<file path="src/rtl/rv32i_types_pkg.sv">
// Shared rv32i type definitions: ALU operation encodings and the multiply
// sequencer state type used by alu_mul_seq.
package rv32i_types;

   typedef enum logic [2:0] {
      alu_add = 3'b000,
      alu_sll = 3'b001,
      alu_sra = 3'b010,
      alu_sub = 3'b011,
      alu_xor = 3'b100,
      alu_srl = 3'b101,
      alu_or  = 3'b110,
      alu_and = 3'b111
   } alu_ops;

   typedef enum logic [1:0] {
      MS_IDLE,
      MS_ADD,
      MS_SHIFT,
      MS_DONE
   } mul_seq_state_t;

endpackage

</file>
<file path="src/rtl/alu_mul_seq.sv">
// Iterative RV32M MUL (low 32 product bits) built on a shared, externally owned ALU.
// Optional macro MUL_SEQ_EARLY_EXIT_EN stops once no multiplier bits remain.
module alu_mul_seq
   import rv32i_types::*;
#(
   parameter int XLEN  = 32,
   parameter int CNT_W = 5
) (
   input  logic        clk,
   input  logic        rst_n,
   input  logic        req_valid,
   output logic        req_ready,
   input  logic [31:0] req_a,
   input  logic [31:0] req_b,
   output logic        resp_valid,
   input  logic        resp_ready,
   output logic [31:0] resp_data,
   output logic        alu_req,
   input  logic        alu_gnt,
   output alu_ops      alu_op,
   output logic [31:0] alu_a,
   output logic [31:0] alu_b,
   input  logic [31:0] alu_f
);

   mul_seq_state_t   state;
   mul_seq_state_t   accept_next;
   logic [31:0]      acc;
   logic [31:0]      mcand;
   logic [31:0]      mplier;
   logic [CNT_W-1:0] cnt;
   logic             last_step;

   // Shift step that completes the op: all XLEN bits consumed, or (early exit)
   // the bits still to be shifted out are all zero.
`ifdef MUL_SEQ_EARLY_EXIT_EN
   assign last_step = (cnt == CNT_W'(XLEN - 1)) || (mplier[31:1] == 31'd0);

   always_comb begin
      accept_next = req_b[0] ? MS_ADD : MS_SHIFT;
      if (req_b == 32'd0) accept_next = MS_DONE;
   end
`else
   assign last_step = (cnt == CNT_W'(XLEN - 1));

   always_comb begin
      accept_next = req_b[0] ? MS_ADD : MS_SHIFT;
   end
`endif

   assign resp_data = acc;

   // Outputs are decoded from state only, so they stay put while the ALU grant is withheld.
   always_comb begin
      req_ready  = 1'b0;
      resp_valid = 1'b0;
      alu_req    = 1'b0;
      alu_op     = alu_add;
      alu_a      = 32'd0;
      alu_b      = 32'd0;
      if (rst_n) begin
         unique case (state)
            MS_IDLE:  req_ready = 1'b1;
            MS_ADD: begin
               alu_req = 1'b1;
               alu_a   = acc;
               alu_b   = mcand;
            end
            MS_SHIFT: begin
               alu_req = 1'b1;
               alu_op  = alu_sll;
               alu_a   = mcand;
               alu_b   = 32'd1;
            end
            MS_DONE:  resp_valid = 1'b1;
         endcase
      end
   end

   always_ff @(posedge clk) begin
      if (!rst_n) begin
         state  <= MS_IDLE;
         acc    <= 32'd0;
         mcand  <= 32'd0;
         mplier <= 32'd0;
         cnt    <= '0;
      end else begin
         unique case (state)
            MS_IDLE: begin
               if (req_valid) begin
                  acc    <= 32'd0;
                  mcand  <= req_a;
                  mplier <= req_b;
                  cnt    <= '0;
                  state  <= accept_next;
               end
            end
            MS_ADD: begin
               if (alu_gnt) begin
                  acc   <= alu_f;
                  state <= MS_SHIFT;
               end
            end
            MS_SHIFT: begin
               // mplier[1] becomes the next bit to inspect once this shift lands.
               if (alu_gnt) begin
                  mcand  <= alu_f;
                  mplier <= mplier >> 1;
                  cnt    <= cnt + CNT_W'(1);
                  if (last_step)      state <= MS_DONE;
                  else if (mplier[1]) state <= MS_ADD;
                  else                state <= MS_SHIFT;
               end
            end
            MS_DONE: begin
               if (resp_ready) state <= MS_IDLE;
            end
         endcase
      end
   end

endmodule

</file>
<file path="config.mk">
export PLATFORM = sky130hd
export DESIGN_NAME = alu_mul_seq
export DESIGN_NICKNAME = d
export VERILOG_FILES = /design/src/rtl/rv32i_types_pkg.sv /design/src/rtl/alu_mul_seq.sv
export SDC_FILE = /design/constraint.sdc
export NUM_CORES = 1
export LEC_CHECK = 0
export BUFFER_PORTS_ARGS = -buffer_cell sky130_fd_sc_hd__buf_2
export CORE_UTILIZATION = 53
export DETAILED_ROUTE_END_ITERATION = 6
export GPL_TIMING_DRIVEN = 0
export PLACE_DENSITY = 0.88
export SYNTH_ARGS = -nofsm -noshare
export SYNTH_HDL_FRONTEND = slang
export SYNTH_SLANG_ARGS = --single-unit
</file>
<file path="constraint.sdc">
create_clock -name clk -period 4.5 [get_ports clk]
set_input_delay 0.225 -clock clk [delete_from_list [all_inputs] [get_ports clk]]
set_output_delay 0.225 -clock clk [all_outputs]
set_load 0.02 [all_outputs]
</file>
==> results of run 1 <==
[per-layer routing]
layer	vias to the layer above	global-route usage (%)	part of all wire, %
met5	-	0	0
li1	2643	-	-
met4	0	15.3	3.0
met3	50	7.32	8.1
met1	2674	40.2	40
met2	312	55.7	48
[metrics by stage]
step                      total power [W]  area (um^2)  hold slack, ps  std cells
after floorplan                   0.00270         5260             356        584
after global placement            0.00314         6430             461        913
after detailed placement          0.00324         6430             466        913
after CTS                         0.00384         6630             125        929
after global routing              0.00409         6630             124        929
final                             0.00387         6630             124        929
[registers in the layout (all words and copies together), names as in the netlist]
register   count
mplier        31
mcand         32
resp_data     32
cnt            5
state          2
[tightest hold or removal path, delay by kind of cell]
family | cells | cell delay [ps]
AO/OA/AOI/OAI | 1 | 60
buffers and inverters | 1 | 110
AND/OR/NAND/NOR | 1 | 80
[power by group]
group          switching (W)  internal [W]  total (W)
logic                0.00114      0.000637    0.00178
clock network       0.000345      0.000264   0.000610
registers           0.000248       0.00124    0.00148
[final cells by class]
cell class / instances / area (um^2)
Buffer: 76 / 324
Clock buffer: 9 / 124
Clock inverter: 7 / 78.8
Fill cell: 754 / 2790
Inverter: 4 / 15.0
Multi-Input combinational cell: 402 / 2880
Sequential cell: 102 / 2040
Tap cell: 129 / 161
Timing Repair Buffer: 200 / 1000
[worst max path at each step]
stage / depth (start not counted) / slack (ps) / start / to
after floorplan: 7 / 2630 / state[1] / state[0]
after global placement: 7 / 2170 / state[0] / mcand[24]
after detailed placement: 7 / 2090 / state[0] / mcand[4]
after CTS: 7 / 1730 / state[0] / alu_a[19]
after global routing: 7 / 1580 / state[1] / alu_a[2]
final: 7 / 1730 / state[1] / alu_a[13]
[placed cells by master, fill, tap and decap left out, types with 2 or more instances in the layout]
cell type	netlist	final
a211oi_1	62	62
a21oi_1	99	99
a22o_1	31	31
a311oi_1	2	2
a41oi_1	2	2
and2_1	36	36
and3_1	4	4
buf_1	2	2
buf_2	13	213
buf_4	2	2
buf_6	2	2
clkbuf_1	57	57
clkbuf_8	0	9
clkinv_4	0	2
conb_1	1	2
dfxtp_1	102	102
ha_1	6	6
inv_1	4	4
inv_6	0	3
mux2i_1	63	63
nand2b_1	4	4
nand4_1	34	34
nand4b_1	2	2
nor2_1	5	5
nor2b_1	3	3
o21ai_0	4	4
o31ai_1	32	32
o41ai_1	3	3
[kinds of logic (layout without fill, tap and decap cells)]
logic type      count (synthesis)  count (layout)
compound gates                238             238
simple gates                   92              92
fa+ha+maj                       6               6
other cells                     1               2
flops                         102             102
buf+inv                        80             296
mux                            64              64
==> flow_summary_export.csv, run 1 <==
group,metric,value,unit
placement,portBuffers,200,
placement,place.gp.congestion,0.907,
drt,initialDrtViolationCount,367,
sta,finalSetupViolCount,0,
drt,drcViolationCount,0,
critical_path,worstSetupPathType,"flip-flop to output pin",
floorplan,die_w,102,um
cts,h-tree-depth,3,
cts,cts_tree,"built",
synth,yosysSeqAreaShare,38.8,%
global_routing,grt-ovfl-total,0,
layout,fin_util,70.4,%
sta,tightest_slew,811,ps
run_status,outcome,"finished, final reports clean",
pwr,ir_drop,0.000353,V
synth,synth_area_leaders,"dfxtp_1 39%, mux2i_1 12%, a21oi_1 9.4%, a211oi_1 8.8%, a22o_1 5.2%",
synth,synth_area_leader_cell,"dfxtp_1",
layout,drive_above_1_share,29.5,%
synth,synth-compound-area-share,30.0,%
synth,synth_cell_types,33,
critical_path,worstReg2RegEnd,"mcand[10]",
synth,synth_seq_cells,102,
synth,synth_async_sr_flop_share,0,%
cts,clkSlewWorstSetupHoldPaths,110,ps
worst_hold_path,min_from,"alu_f[17]",
critical_path,crit_top_cell,"clkbuf_1",
drt,viasPerCell,6.11,
worst_hold_path,worstHoldPathType,"input pin to flip-flop",
critical_path,cp_top_family,"buffers and inverters",
synth,ys_top_cells_by_count,"102 x dfxtp_1, 99 x a21oi_1, 63 x mux2i_1, 62 x a211oi_1, 57 x clkbuf_1",
drt,wl,17.5,mm
global_routing,grt_first_pass_wirelength,26.6,mm
synth,synth_xor_xnor_area_share,0,%
placement,hpwl,12.9,mm
critical_path,r2r_slack,2040,ps
cts,ctsHoldBuffers,0,
critical_path,critPathCaptureType,"output pin",
critical_path,crit_chain,"inv_1 -> ha_1 -> and3_1 -> clkbuf_1 -> clkbuf_1 -> a22o_1 -> buf_2",
cts,cts_buffers,9,
synth,yosys_warnings,0,
critical_path,critical_path_arrival,2540,ps
floorplan,die_area,0.0103,mm^2
synth,ys.flop_type,"dfxtp_1",
sta,rsz0062_at_grt,"false",
drt,ant_nets,0,
synth,synthAdderAreaFrac,1.43,%
synth,synthMuxAreaShare,12.2,%
critical_path,cpPeakStageDelay,460,ps
critical_path,worst_path_max_delay_cell,"clkbuf_1",
synth,synth_top_area_share,38.8,%
synth,yosysMostFrequentCell,"dfxtp_1",
drt,dr.pass1.iters,5,
synth,synth_top_family_by_area,"compound AO/OA/AOI/OAI gates",
drt,wl_per_cell,18.8,um
floorplan,coreArea,0.00942,mm^2
critical_path,cp_max_fo,10,
critical_path,critPathLaunchType,"flip-flop",
cts,cts_buffer_depth,2,
sta,min_period_over_period,61.5,%
layout,area_growth,26.0,%
layout,final_nets,902,
drt,vias,5679,
cts,cts-root-buf,"clkbuf_8",
critical_path,critPathBufInv,4,
sta,max_slew_margin,45.7,%
synth,synth-simple-area-share,11.0,%
pwr,leakagePower,2.90,nW
global_routing,grt_pass1_vias,5396,
sta,hold_viol,0,
floorplan,io_pins,203,
synth,synth-edff-count,0,
synth,syn_area,0.00526,mm^2
placement,place_ws,2090,ps
synth,netlist_instances,583,
sta,worst_slack,1730,ps
sta,fin_crit,2770,ps
floorplan,rows,35,
floorplan,chipHeight,102,um
cts,cts_sinks,102,
cts,cts-resized-gates,0,
sta,setup_tns,0,ps
global_routing,antenna_found_initial,0,
run,drv_cap,0,
worst_hold_path,whs_path_depth,3,
global_routing,grt_usage,33.1,%
critical_path,rr_startpoint,"state[0]",
sta,timing.final.max_slew_violations,0,
critical_path,cp_data_required_time,4280,ps
cts,postCtsSetupBuffers,0,
worst_hold_path,min_to,"resp_data[17]",
floorplan,start_util,55.9,%
global_routing,grt_max_degree,19,
synth,synth_area_per_cell,9.02,um^2
layout,n_antenna_cell,0,
critical_path,reg2reg_depth,7,
sta,fmax,361,MHz
sta,skew,9.74,ps
pwr,power_density,584,mW/mm^2
cts,insertion_delay,380,ps
Power figures use the tool's default switching activity.
==> run 2: changes to the inputs <==
--- a/config.mk
+++ b/config.mk
@@ -5,11 +5,12 @@
 export SDC_FILE = /design/constraint.sdc
 export NUM_CORES = 1
 export LEC_CHECK = 0
+export ABC_AREA = 1
 export BUFFER_PORTS_ARGS = -buffer_cell sky130_fd_sc_hd__buf_2
-export CORE_UTILIZATION = 53
+export CORE_UTILIZATION = 50
 export DETAILED_ROUTE_END_ITERATION = 6
 export GPL_TIMING_DRIVEN = 0
-export PLACE_DENSITY = 0.88
+export PLACE_DENSITY = 0.83
 export SYNTH_ARGS = -nofsm -noshare
 export SYNTH_HDL_FRONTEND = slang
 export SYNTH_SLANG_ARGS = --single-unit
==> constraint.sdc (replaced) <==
create_clock -name clk -period 2.65 [get_ports clk]
set_input_delay 0.1325 -clock clk [delete_from_list [all_inputs] [get_ports clk]]
set_output_delay 0.1325 -clock clk [all_outputs]
set_load 0.02 [all_outputs]
==> run 2 against run 1 <==
Register-to-register slack worse by 1400 ps. Critical path depth up 1. Area after synthesis grew 3.0%. Design area rose by 2.3%. Sequential share of layout area down 0.68 points. Core utilization down 5.3 points. Clock skew is 3.7 ps higher. Count of clock-buffer cells in the layout up 3. Critical endpoint is now alu_a[23].
==> flow_summary_export.csv, run 2 <==
group,metric,value,unit
pwr,leakagePower,3.20,nW
cts,cts-resized-gates,0,
pwr,power_density,949,mW/mm^2
cts,clkSlewWorstSetupHoldPaths,100,ps
synth,synth_top_area_share,37.7,%
critical_path,critPathBufInv,5,
critical_path,critPathLaunchType,"flip-flop",
sta,tightest_slew,587,ps
worst_hold_path,whs_path_depth,3,
sta,fmax,412,MHz
drt,wl,17.5,mm
floorplan,io_pins,203,
pwr,ir_drop,0.000426,V
drt,drcViolationCount,0,
sta,finalSetupViolCount,0,
global_routing,grt-ovfl-total,0,
synth,synth_area_leader_cell,"dfxtp_1",
synth,netlist_instances,887,
layout,final_nets,1205,
critical_path,cp_data_required_time,2520,ps
sta,min_period_over_period,91.7,%
floorplan,rows,37,
worst_hold_path,worstHoldPathType,"input pin to flip-flop",
cts,insertion_delay,370,ps
drt,initialDrtViolationCount,537,
cts,h-tree-depth,3,
critical_path,critical_path.startpoint,"state[0]",
placement,place_inst,1223,
floorplan,die_w,106,um
synth,synth_cell_types,20,
synth,synth_async_sr_flop_share,0,%
critical_path,reg2reg_depth,10,
sta,hold_viol,0,
critical_path,critical_path_arrival,2300,ps
layout,layout_common_cells,"402 x nand2_1, 230 x buf_2, 130 x a21oi_1",
synth,synth-edff-count,0,
layout,area_growth,25.1,%
critical_path,r2r_slack,620,ps
sta,rsz0062_at_grt,"false",
sta,timing.final.max_slew_violations,0,
critical_path,crit_chain,"inv_1 -> ha_1 -> buf_2 -> buf_2 -> buf_2 -> nand2_1 -> a21oi_1 -> buf_2",
drt,dr.pass1.iters,5,
layout,instances_no_fill,1238,
global_routing,grt_first_pass_wirelength,28.4,mm
critical_path,cpPeakStageDelay,350,ps
critical_path,worstReg2RegEnd,"mcand[3]",
critical_path,worst_path_max_delay_cell,"dfxtp_1",
synth,synth_seq_cells,102,
drt,viasPerCell,5.25,
synth,synth_area_leaders,"dfxtp_1 38%, nand2_1 28%, a21oi_1 12%, nand3_1 9.1%, nor2_1 3.0%",
floorplan,coreArea,0.0104,mm^2
placement,place.gp.congestion,0.888,
synth,synth_area_per_cell,6.11,um^2
sta,max_slew_margin,60.9,%
cts,cts_buffer_depth,2,
sta,skew,13.4,ps
run_status,outcome,"finished, final reports clean",
placement,hpwl,12.8,mm
cts,cts_buffers,9,
layout,n_antenna_cell,0,
global_routing,grt_max_degree,16,
cts,cts_tree,"built",
layout,layout_commonest_cell,"nand2_1",
layout,drive_above_1_share,23.1,%
critical_path,crit_top_cell,"buf_2",
cts,postCtsSetupBuffers,0,
layout,fillCellCount,1042,
synth,yosys_warnings,0,
run,drv_cap,0,
synth,ys.flop_type,"dfxtp_1",
cts,cts_sinks,102,
synth,yosysMostFrequentCell,"nand2_1",
placement,portBuffers,199,
sta,fin_crit,2430,ps
global_routing,antenna_found_initial,0,
drt,ant_nets,0,
global_routing,grt_usage,31.5,%
critical_path,cp_max_fo,10,
critical_path,rr_startpoint,"state[0]",
worst_hold_path,min_to,"resp_data[5]",
synth,yosysSeqAreaShare,37.7,%
floorplan,start_util,52.0,%
drt,vias,6495,
floorplan,chipHeight,106,um
critical_path,worstSetupPathType,"flip-flop to output pin",
drt,wl_per_cell,14.1,um
worst_hold_path,min_from,"alu_f[5]",
cts,cts-root-buf,"clkbuf_8",
synth,ys_top_cells_by_count,"402 x nand2_1, 130 x a21oi_1, 102 x dfxtp_1, 99 x nand3_1, 43 x nor2_1",
global_routing,grt_pass1_vias,5871,
critical_path,cp_top_family,"buffers and inverters",
sta,setup_tns,0,ps
synth,syn_area,0.00542,mm^2
cts,ctsHoldBuffers,0,
critical_path,critPathCaptureType,"output pin",
floorplan,die_area,0.0113,mm^2
sta,hold-worst-slack,35.5,ps
==> run 2: report_power, final <==
group | switching (W) | leakage [nW] | internal [W]
clock | 0.000541 | 0.0887 | 0.000460
combinational | 0.00226 | 2.28 | 0.000965
sequential | 0.000273 | 0.833 | 0.00193
total | 0.00308 | 3.20 | 0.00336
==> run 2: cells by family after synthesis <==
kind of cell | synth area share, %
adders and majority gates | 1.39
other | 0.0692
buffers and inverters | 7.57
DFF | 37.7
AOI/OAI and AO/OA | 12.6
and+or+nand+nor | 40.7
==> run 2: area by class of cell <==
| cell class | instances | area, um^2 | area share (%) |
|---|---|---|---|
| multi-input combinational | 694 | 2970 | 43.8 |
| sequential | 102 | 2040 | 30.1 |
| timing repair buffer | 199 | 996 | 14.7 |
| buffer | 74 | 343 | 5.06 |
| tap | 136 | 170 | 2.51 |
| clock buffer | 12 | 145 | 2.14 |
| inverter | 18 | 67.6 | 0.997 |
| clock inverter | 3 | 45.0 | 0.664 |
==> run 2: worst register-to-register path: cells and delay by family (launching register included) <==
kind                       cells  cell delay, ps
AOI/OAI and AO/OA              1             150
adders and majority gates      1             220
buffers and inverters          5             960
DFF                            1             400
and+or+nand+nor                3             230
==> run 2: metal layers <==
layer | vias to the layer above | part of all wire [%] | global-route usage [%]
li1 | 3252 | - | -
met2 | 308 | 46 | 52.0
met4 | 0 | 2.7 | 13.1
met1 | 2899 | 42 | 41.5
met3 | 36 | 8.4 | 3.74
met5 | - | 0 | 0
==> run 2: how the worst max path moves through the flow <==
stage / endpoint / cells past startpoint / slack, ps
finish: alu_a[23] / 8 / 220
floorplan: alu_a[31] / 7 / 920
global route: alu_a[26] / 8 / 110
detailed placement: alu_a[23] / 8 / 630
global placement: alu_a[23] / 8 / 630
CTS: alu_a[23] / 8 / 240
==> run 2: through the flow <==
step	setup WS [ps]	instance area (um^2)	power (W)	util, %
2_1_floorplan	916	5420	0.00442	-
4_1_cts	238	6780	0.00638	65.1
3_3_place_gp	626	6590	0.00536	63.3
3_5_place_dp	633	6590	0.00540	63.3
6_report	220	6780	0.00643	65.1
5_1_grt	114	6780	0.00689	65.1
